### src/rtl/ldst_mem_ctrl.sv
// ============================================================================
// Module   : ldst_mem_ctrl
// Purpose  : Load/store sequencer between EX and the single-ported data memory.
//            Optional misalignment trap: define LDST_MISALIGN_CHK_EN.
// Revision : 1.0 - initial release
// ============================================================================
`default_nettype none

module ldst_mem_ctrl #(
    parameter int WIDTH       = 32,
    parameter int TIMEOUT_CYC = 255
) (
    input  logic             risc_clk,
    input  logic             risc_rst_n,
    input  logic             ldst_req_i,
    input  logic             ldst_is_store_i,
    input  logic [2:0]       ldst_funct3_i,
    input  logic [WIDTH-1:0] ldst_base_addr_i,
    input  logic [11:0]      ldst_offset_i,
    input  logic [WIDTH-1:0] ldst_store_data_i,
    input  logic [4:0]       ldst_rd_addr_i,
    output logic             stall_pipeline_o,
    output logic             data_mem_read_en_o,
    output logic [WIDTH-1:0] data_mem_read_addr_o,
    output logic             data_mem_write_en_o,
    output logic [WIDTH-1:0] data_mem_write_addr_o,
    output logic [WIDTH-1:0] data_mem_write_data_o,
    output logic [3:0]       data_mem_strobe_o,
    input  logic             data_mem_ready_i,
    input  logic             data_mem_rvalid_i,
    input  logic [WIDTH-1:0] data_mem_read_data_i,
    output logic             reg_wr_en_o,
    output logic [4:0]       reg_wr_addr_o,
    output logic [WIDTH-1:0] reg_wr_data_o,
    output logic             load_valid_o,
    output logic             store_valid_o,
    output logic             ldst_err_o
`ifdef LDST_MISALIGN_CHK_EN
    ,
    output logic             misalign_o
`endif
);

    typedef enum logic [1:0] {
        S_IDLE  = 2'd0,
        S_ISSUE = 2'd1,
        S_WAIT  = 2'd2,
        S_DONE  = 2'd3
    } state_t;

    localparam logic [7:0] C_TO_LAST = 8'(TIMEOUT_CYC - 1);

    state_t           state_q;
    logic [7:0]       cnt_q;
    logic             is_store_q;
    logic [2:0]       funct3_q;
    logic [1:0]       ea_lo_q;
    logic [4:0]       rd_q;

    logic [WIDTH-1:0] ea_d;
    logic             legal_d;
    logic             misal_d;
    logic [3:0]       strobe_d;
    logic [WIDTH-1:0] wdata_d;
    logic [7:0]       ld_byte_d;
    logic [15:0]      ld_half_d;
    logic [WIDTH-1:0] ld_result_d;
    logic             timeout_d;

    assign stall_pipeline_o = (state_q == S_IDLE) ? ldst_req_i : 1'b1;
    assign timeout_d        = (cnt_q == C_TO_LAST);

    always_comb begin
        ea_d = ldst_base_addr_i + {{(WIDTH-12){ldst_offset_i[11]}}, ldst_offset_i};

        legal_d = 1'b0;
        case ({ldst_is_store_i, ldst_funct3_i})
            4'b0_000, 4'b0_001, 4'b0_010, 4'b0_100, 4'b0_101: legal_d = 1'b1;
            4'b1_000, 4'b1_001, 4'b1_010:                     legal_d = 1'b1;
            default:                                          legal_d = 1'b0;
        endcase

`ifdef LDST_MISALIGN_CHK_EN
        misal_d = ((ldst_funct3_i[1:0] == 2'b01) && ea_d[0]) ||
                  ((ldst_funct3_i[1:0] == 2'b10) && (ea_d[1:0] != 2'b00));
`else
        misal_d = 1'b0;
`endif

        // Sub-word sizes drop low EA bits, which force-aligns when the trap is off.
        case (ldst_funct3_i[1:0])
            2'b00: begin
                strobe_d = 4'b0001 << ea_d[1:0];
                wdata_d  = {4{ldst_store_data_i[7:0]}};
            end
            2'b01: begin
                strobe_d = 4'b0011 << {ea_d[1], 1'b0};
                wdata_d  = {2{ldst_store_data_i[15:0]}};
            end
            default: begin
                strobe_d = 4'b1111;
                wdata_d  = ldst_store_data_i;
            end
        endcase

        case (ea_lo_q)
            2'b00:   ld_byte_d = data_mem_read_data_i[7:0];
            2'b01:   ld_byte_d = data_mem_read_data_i[15:8];
            2'b10:   ld_byte_d = data_mem_read_data_i[23:16];
            default: ld_byte_d = data_mem_read_data_i[31:24];
        endcase
        ld_half_d = ea_lo_q[1] ? data_mem_read_data_i[31:16] : data_mem_read_data_i[15:0];

        case (funct3_q)
            3'b000:  ld_result_d = {{24{ld_byte_d[7]}}, ld_byte_d};
            3'b001:  ld_result_d = {{16{ld_half_d[15]}}, ld_half_d};
            3'b100:  ld_result_d = {24'h0, ld_byte_d};
            3'b101:  ld_result_d = {16'h0, ld_half_d};
            default: ld_result_d = data_mem_read_data_i;
        endcase
    end

    always_ff @(posedge risc_clk or negedge risc_rst_n) begin
        if (!risc_rst_n) begin
            state_q               <= S_IDLE;
            cnt_q                 <= 8'd0;
            is_store_q            <= 1'b0;
            funct3_q              <= 3'd0;
            ea_lo_q               <= 2'd0;
            rd_q                  <= 5'd0;
            data_mem_read_en_o    <= 1'b0;
            data_mem_read_addr_o  <= '0;
            data_mem_write_en_o   <= 1'b0;
            data_mem_write_addr_o <= '0;
            data_mem_write_data_o <= '0;
            data_mem_strobe_o     <= 4'd0;
            reg_wr_en_o           <= 1'b0;
            reg_wr_addr_o         <= 5'd0;
            reg_wr_data_o         <= '0;
            load_valid_o          <= 1'b0;
            store_valid_o         <= 1'b0;
            ldst_err_o            <= 1'b0;
`ifdef LDST_MISALIGN_CHK_EN
            misalign_o            <= 1'b0;
`endif
        end else begin
            reg_wr_en_o   <= 1'b0;
            load_valid_o  <= 1'b0;
            store_valid_o <= 1'b0;
            ldst_err_o    <= 1'b0;
`ifdef LDST_MISALIGN_CHK_EN
            misalign_o    <= 1'b0;
`endif
            case (state_q)
                S_IDLE: begin
                    if (ldst_req_i) begin
                        is_store_q <= ldst_is_store_i;
                        funct3_q   <= ldst_funct3_i;
                        ea_lo_q    <= ea_d[1:0];
                        rd_q       <= ldst_rd_addr_i;
                        if (!legal_d) begin
                            state_q    <= S_DONE;
                            ldst_err_o <= 1'b1;
                        end else if (misal_d) begin
                            state_q    <= S_DONE;
                            ldst_err_o <= 1'b1;
`ifdef LDST_MISALIGN_CHK_EN
                            misalign_o <= 1'b1;
`endif
                        end else begin
                            state_q               <= S_ISSUE;
                            cnt_q                 <= 8'd0;
                            data_mem_read_en_o    <= ~ldst_is_store_i;
                            data_mem_write_en_o   <= ldst_is_store_i;
                            data_mem_read_addr_o  <= {ea_d[WIDTH-1:2], 2'b00};
                            data_mem_write_addr_o <= {ea_d[WIDTH-1:2], 2'b00};
                            data_mem_write_data_o <= wdata_d;
                            data_mem_strobe_o     <= strobe_d;
                        end
                    end
                end
                S_ISSUE: begin
                    if (data_mem_ready_i) begin
                        data_mem_read_en_o  <= 1'b0;
                        data_mem_write_en_o <= 1'b0;
                        cnt_q               <= 8'd0;
                        if (is_store_q) begin
                            state_q       <= S_DONE;
                            store_valid_o <= 1'b1;
                        end else begin
                            state_q <= S_WAIT;
                        end
                    end else if (timeout_d) begin
                        data_mem_read_en_o  <= 1'b0;
                        data_mem_write_en_o <= 1'b0;
                        state_q             <= S_DONE;
                        ldst_err_o          <= 1'b1;
                    end else begin
                        cnt_q <= cnt_q + 8'd1;
                    end
                end
                S_WAIT: begin
                    if (data_mem_rvalid_i) begin
                        state_q       <= S_DONE;
                        reg_wr_data_o <= ld_result_d;
                        reg_wr_addr_o <= rd_q;
                        reg_wr_en_o   <= (rd_q != 5'd0);
                        load_valid_o  <= 1'b1;
                    end else if (timeout_d) begin
                        state_q    <= S_DONE;
                        ldst_err_o <= 1'b1;
                    end else begin
                        cnt_q <= cnt_q + 8'd1;
                    end
                end
                default: begin
                    state_q <= S_IDLE;
                end
            endcase
        end
    end

endmodule

`default_nettype wire

### config.mk
export PLATFORM = sky130hd
export DESIGN_NAME = ldst_mem_ctrl
export DESIGN_NICKNAME = d
export VERILOG_FILES = /design/src/rtl/ldst_mem_ctrl.sv
export SDC_FILE = /design/constraint.sdc
export NUM_CORES = 1
export LEC_CHECK = 0
export BUFFER_PORTS_ARGS = -buffer_cell sky130_fd_sc_hd__buf_2
export CORE_UTILIZATION = 53
export CTS_BUF_LIST = sky130_fd_sc_hd__clkbuf_8
export DETAILED_ROUTE_END_ITERATION = 6
export GPL_TIMING_DRIVEN = 0
export PLACE_DENSITY = 0.84
export SETUP_SLACK_MARGIN = 0.4
export SYNTH_ARGS = -nofsm -noshare
export SYNTH_HDL_FRONTEND = slang
export SYNTH_SLANG_ARGS = --single-unit
### constraint.sdc
create_clock -name risc_clk -period 2.65 [get_ports risc_clk]
set_input_delay 0.1325 -clock risc_clk [delete_from_list [all_inputs] [get_ports risc_clk]]
set_output_delay 0.1325 -clock risc_clk [all_outputs]
set_load 0.01 [all_outputs]
==> out/summary.md <==
Using the TritonRoute via totals, the vias-per-cell ratio works out to 5.61. In the global route stage, overall resource usage came out at 32.4%. Final setup skew: 0.0107 ns.

In this run the worst hold path is classified as input pin to flop. After the first detailed-routing iteration, the DRC count stood at 618. The power density over the cells is 953 mW/mm2, and the clock period minus final worst setup slack is 2.15 ns. STA classifies the critical path startpoint as a flop. By area, the combinational part of the netlist is dominated by compound AO/OA/AOI/OAI gates. The proportion of register bits with asynchronous set or reset after synthesis is 100%, and the overall overflow remaining after global route is 0.

The share of final-layout standard cells stronger than drive strength 1 came out at 30.1%. Based on the critical path, the design can be clocked at up to 464 MHz. For the number of instances in the synthesized netlist, the log shows 906. The die height was 124 um; the worst hold slack was 0.0203 ns.

In this run the clock root is driven by a sky130_fd_sc_hd__clkbuf_8. The tools report the number of global-route vias before repair as 7731. After synthesis the netlist holds a flip-flop and latch count of 130. The leakage dissipation is 5.33 nW.

The area share of and/or/nand/nor cells after synthesis was 16.6%; the pin count of the biggest net entering global routing was 91. The final hold violation count is 0, and the count of filler cells inserted in the layout is 1073. Summed over all layers, the routed wires come to 24900 um. The clock passes through at most 2 buffers. Total negative slack: 0 ns.

Worst IR drop on VDD: 0.000582 V. The run finished with clean final reports. At the end of the flow the core is filled with cells to 73.2%. Multiplexer cells account for 5.17% of the synthesized area.

Clock-pin slew was measured on the worst setup and hold paths at 0.08 ns. Pin placement for this block handled 266 I/O pins. The synthesized-area fraction occupied by xor and xnor cells came out at 2.68%. The clock reaches the later pin of the worst-skew pair after 0.45 ns. Sequential elements use 41.5% of the synthesized area. The logs give 37700 um for the global-route wire length before repair and 44 for the cell row count. For the worst max-slew margin expressed relative to the limit, the log shows 38.7%. Setup repair after global routing left no endpoint under its margin. For the final routed DRC violation total, the log shows 0. The critical path capture point type was a flop.

The via total after detailed routing was 8156; the port buffer count was 261. The setup slack of the critical path after layout is 0.497 ns. The synthesized area divided by synthesized cell count is 8.65 um2, and the arrival time reported for the critical path endpoint is 2.46 ns. For the worst slack at placement, the log shows -0.184 ns. Detailed placement ended at an HPWL of 17600 um. Of all nets on the critical path, the largest fanout is 10. In this run, synthesis inferred 0 flip-flops with an integrated enable. The adder-cell share of the synthesized area is 6.48%. The floorplan step defined a core boundary enclosing 0.0145 mm2. Summing the areas of all compound-gate instances in the mapped netlist gives 20.1% of the synthesized area.

Setup violations remaining at the end of the flow were counted as 0. The maximum level of the CTS H-tree was 4. For the pin with the worst max-slew slack, the measured transition is 0.916 ns. TritonCTS built the clock tree.

The clock sink count is 130. The die is 124 um wide. In the synthesized netlist, the cells that appear most often are sky130_fd_sc_hd__nand2_1 (161), sky130_fd_sc_hd__dfrtp_1 (130), sky130_fd_sc_hd__o21ai_0 (95).

Among all flip-flop cells after synthesis, the most frequent one is sky130_fd_sc_hd__dfrtp_1. The critical setup path kind was flop to flop. By instance count, the leading cell after synthesis is sky130_fd_sc_hd__nand2_1.

Across the run, the number of max-cap violations was 0. Yosys printed 0 warnings. Clock tree synthesis inserted a total of 17 buffers.

Dividing the detail-routed wire length by the instance count gives 17.1 um. For the number of nets at the end of the flow, the log shows 1418. The logs give 0.00784 mm2 for the netlist area before placement and 69 for the number of different library cells in the post-synthesis netlist. For this configuration, the core starts out at a cell density of 54.1%. The synthesized design devotes to its leading area cell type 41.5% of total area. The layout-stage area growth over the synthesis result works out to 35.2%. Dominant cell type by area after synthesis: sky130_fd_sc_hd__dfrtp_1.

The floorplan step defined a die boundary enclosing 0.0153 mm2. After synthesis, the cell types taking the most area are sky130_fd_sc_hd__dfrtp_1 (41%), sky130_fd_sc_hd__nand2_1 (7.7%), sky130_fd_sc_hd__ha_1 (6.2%). The initial antenna violation count was 2; the share of the clock period used by the worst path after layout was 81.2%.

The congestion estimate from routability-driven global placement came to 0.943. The tools report the number of pins with negative max-slew slack in the final report as 0. The number of detailed-route iterations in the first pass came out at 5. Data on the critical path is required at its endpoint by 2.96 ns. The count of nets left with antenna violations once routing finished came out at 0.
## state kept, by name (all words and copies together) (netlist names)
name                   cells
data_mem_write_data_o     32
reg_wr_data_o             32
data_mem_read_addr_o      30
cnt_q                      8
rd_q                       5
reg_wr_addr_o              5
data_mem_strobe_o          4
funct3_q                   3
ea_lo_q                    2
state_q                    2
data_mem_read_en_o         1
data_mem_write_en_o        1
is_store_q                 1
ldst_err_o                 1
load_valid_o               1
reg_wr_en_o                1
store_valid_o              1
## per-layer routing
metal	track usage, %	share of wire, %	routed length, um	up-vias
li1	-	-	-	3837
met1	37.0	39	9630	3813
met2	55.9	49	12200	416
met3	7.46	7.6	1900	90
met4	18.1	4.5	1120	0
met5	0	0	0	-
## kinds of logic after synthesis
family                     Yosys count
muxes                               38
other                                1
buffers and inverters              106
and+or+nand+nor                    298
adders and majority gates           40
xor gates and xnor gates            24
DFF                                130
AOI/OAI and AO/OA                  269
## layout by cell type (no fill, tap or decap), types with 3 or more instances in the layout
master                          count
sky130_fd_sc_hd__or3_1              3
sky130_fd_sc_hd__o21ai_0           94
sky130_fd_sc_hd__inv_1             28
sky130_fd_sc_hd__and3_1             5
sky130_fd_sc_hd__nor2_1            62
sky130_fd_sc_hd__dfrtp_1          129
sky130_fd_sc_hd__buf_2            262
sky130_fd_sc_hd__o31ai_1            7
sky130_fd_sc_hd__xnor2_1            7
sky130_fd_sc_hd__clkbuf_4           3
sky130_fd_sc_hd__nand3_1           11
sky130_fd_sc_hd__clkinv_4           3
sky130_fd_sc_hd__a21oi_1           83
sky130_fd_sc_hd__buf_4             40
sky130_fd_sc_hd__dlygate4sd3_1     61
sky130_fd_sc_hd__clkbuf_2           4
sky130_fd_sc_hd__nor3_1            10
sky130_fd_sc_hd__nor3b_1            3
sky130_fd_sc_hd__nand4_1            8
sky130_fd_sc_hd__a21o_1             7
sky130_fd_sc_hd__o21a_1             8
sky130_fd_sc_hd__conb_1             4
sky130_fd_sc_hd__mux2i_1           27
sky130_fd_sc_hd__clkbuf_8          22
sky130_fd_sc_hd__a211oi_1          11
sky130_fd_sc_hd__buf_1              6
sky130_fd_sc_hd__clkbuf_1          22
sky130_fd_sc_hd__o21bai_1           3
sky130_fd_sc_hd__ha_1              38
sky130_fd_sc_hd__xor2_1            17
sky130_fd_sc_hd__nand2b_1           6
sky130_fd_sc_hd__clkinvlp_4         4
sky130_fd_sc_hd__bufinv_16          3
sky130_fd_sc_hd__mux2_2            10
sky130_fd_sc_hd__nand2_1          160
sky130_fd_sc_hd__a21oi_2            4
sky130_fd_sc_hd__o22ai_1           10
sky130_fd_sc_hd__nor2b_1           13
sky130_fd_sc_hd__a31oi_1           11
## power by group
group | total (W) | leakage, nW | switching (W) | internal [W]
sequential | 0.00347 | 1.62 | 0.000614 | 0.00286
combinational | 0.00482 | 3.51 | 0.00271 | 0.00211
clock | 0.00181 | 0.211 | 0.000834 | 0.000978
## through the flow
stage / std cells / power, W / cell area (um2)
floorplan: 909 / 0.00617 / 7860
global placement: 1354 / 0.00786 / 9390
detailed placement: 1355 / 0.00800 / 9430
CTS: 1449 / 0.00995 / 10500
global route: 1455 / 0.0108 / 10600
finish: 1455 / 0.0101 / 10600
## layout make-up
cell class / count / area, um2 / share of cell area, %
Buffer: 78 / 490 / 4.63
Tap cell: 184 / 230 / 2.17
Multi-Input combinational cell: 673 / 4100 / 38.7
Inverter: 28 / 109 / 1.03
Sequential cell: 130 / 3250 / 30.7
Antenna cell: 2 / 5.00 / 0.0472
Timing Repair Buffer: 328 / 1990 / 18.8
Clock inverter: 13 / 160 / 1.51
Clock buffer: 19 / 262 / 2.47
## worst max-delay path, stage by stage, from the launching register on
cell and delay (ns):
sky130_fd_sc_hd__dfrtp_1 0.46, sky130_fd_sc_hd__inv_1 0.14, sky130_fd_sc_hd__ha_4 0.19, sky130_fd_sc_hd__nand2_2 0.11
sky130_fd_sc_hd__or2_2 0.30, sky130_fd_sc_hd__clkbuf_8 0.17, sky130_fd_sc_hd__buf_2 0.19, sky130_fd_sc_hd__clkbuf_4 0.23
sky130_fd_sc_hd__nand2_1 0.11, sky130_fd_sc_hd__o21ai_0 0.11
## path summary, 6_finish.rpt
kind	start	endpoint	slack, ns	cells after the start
worst max-delay path	state_q[1]	data_mem_write_data_o[22]	0.50	9
worst min-delay path	ldst_store_data_i[14]	data_mem_write_data_o[14]	0.02	3
worst max register to register	state_q[1]	data_mem_write_data_o[22]	0.50	9
worst min register to register	reg_wr_data_o[4]	reg_wr_data_o[4]	0.48	2
max in group asynchronous	risc_rst_n	state_q[0]	1.69	3
min in group asynchronous	risc_rst_n	reg_wr_data_o[17]	0.16	2
## timing repair
item                                   in CTS  in global routing
hold buffers                               61                  0
buffers inserted                            1                  4
gates resized for setup                    14                 25
pin swaps                                   1                  5
setup endpoints to repair                  71                 83
endpoints found under the hold margin     102                  0
Note: power is estimated with default switching activity, not from simulation.
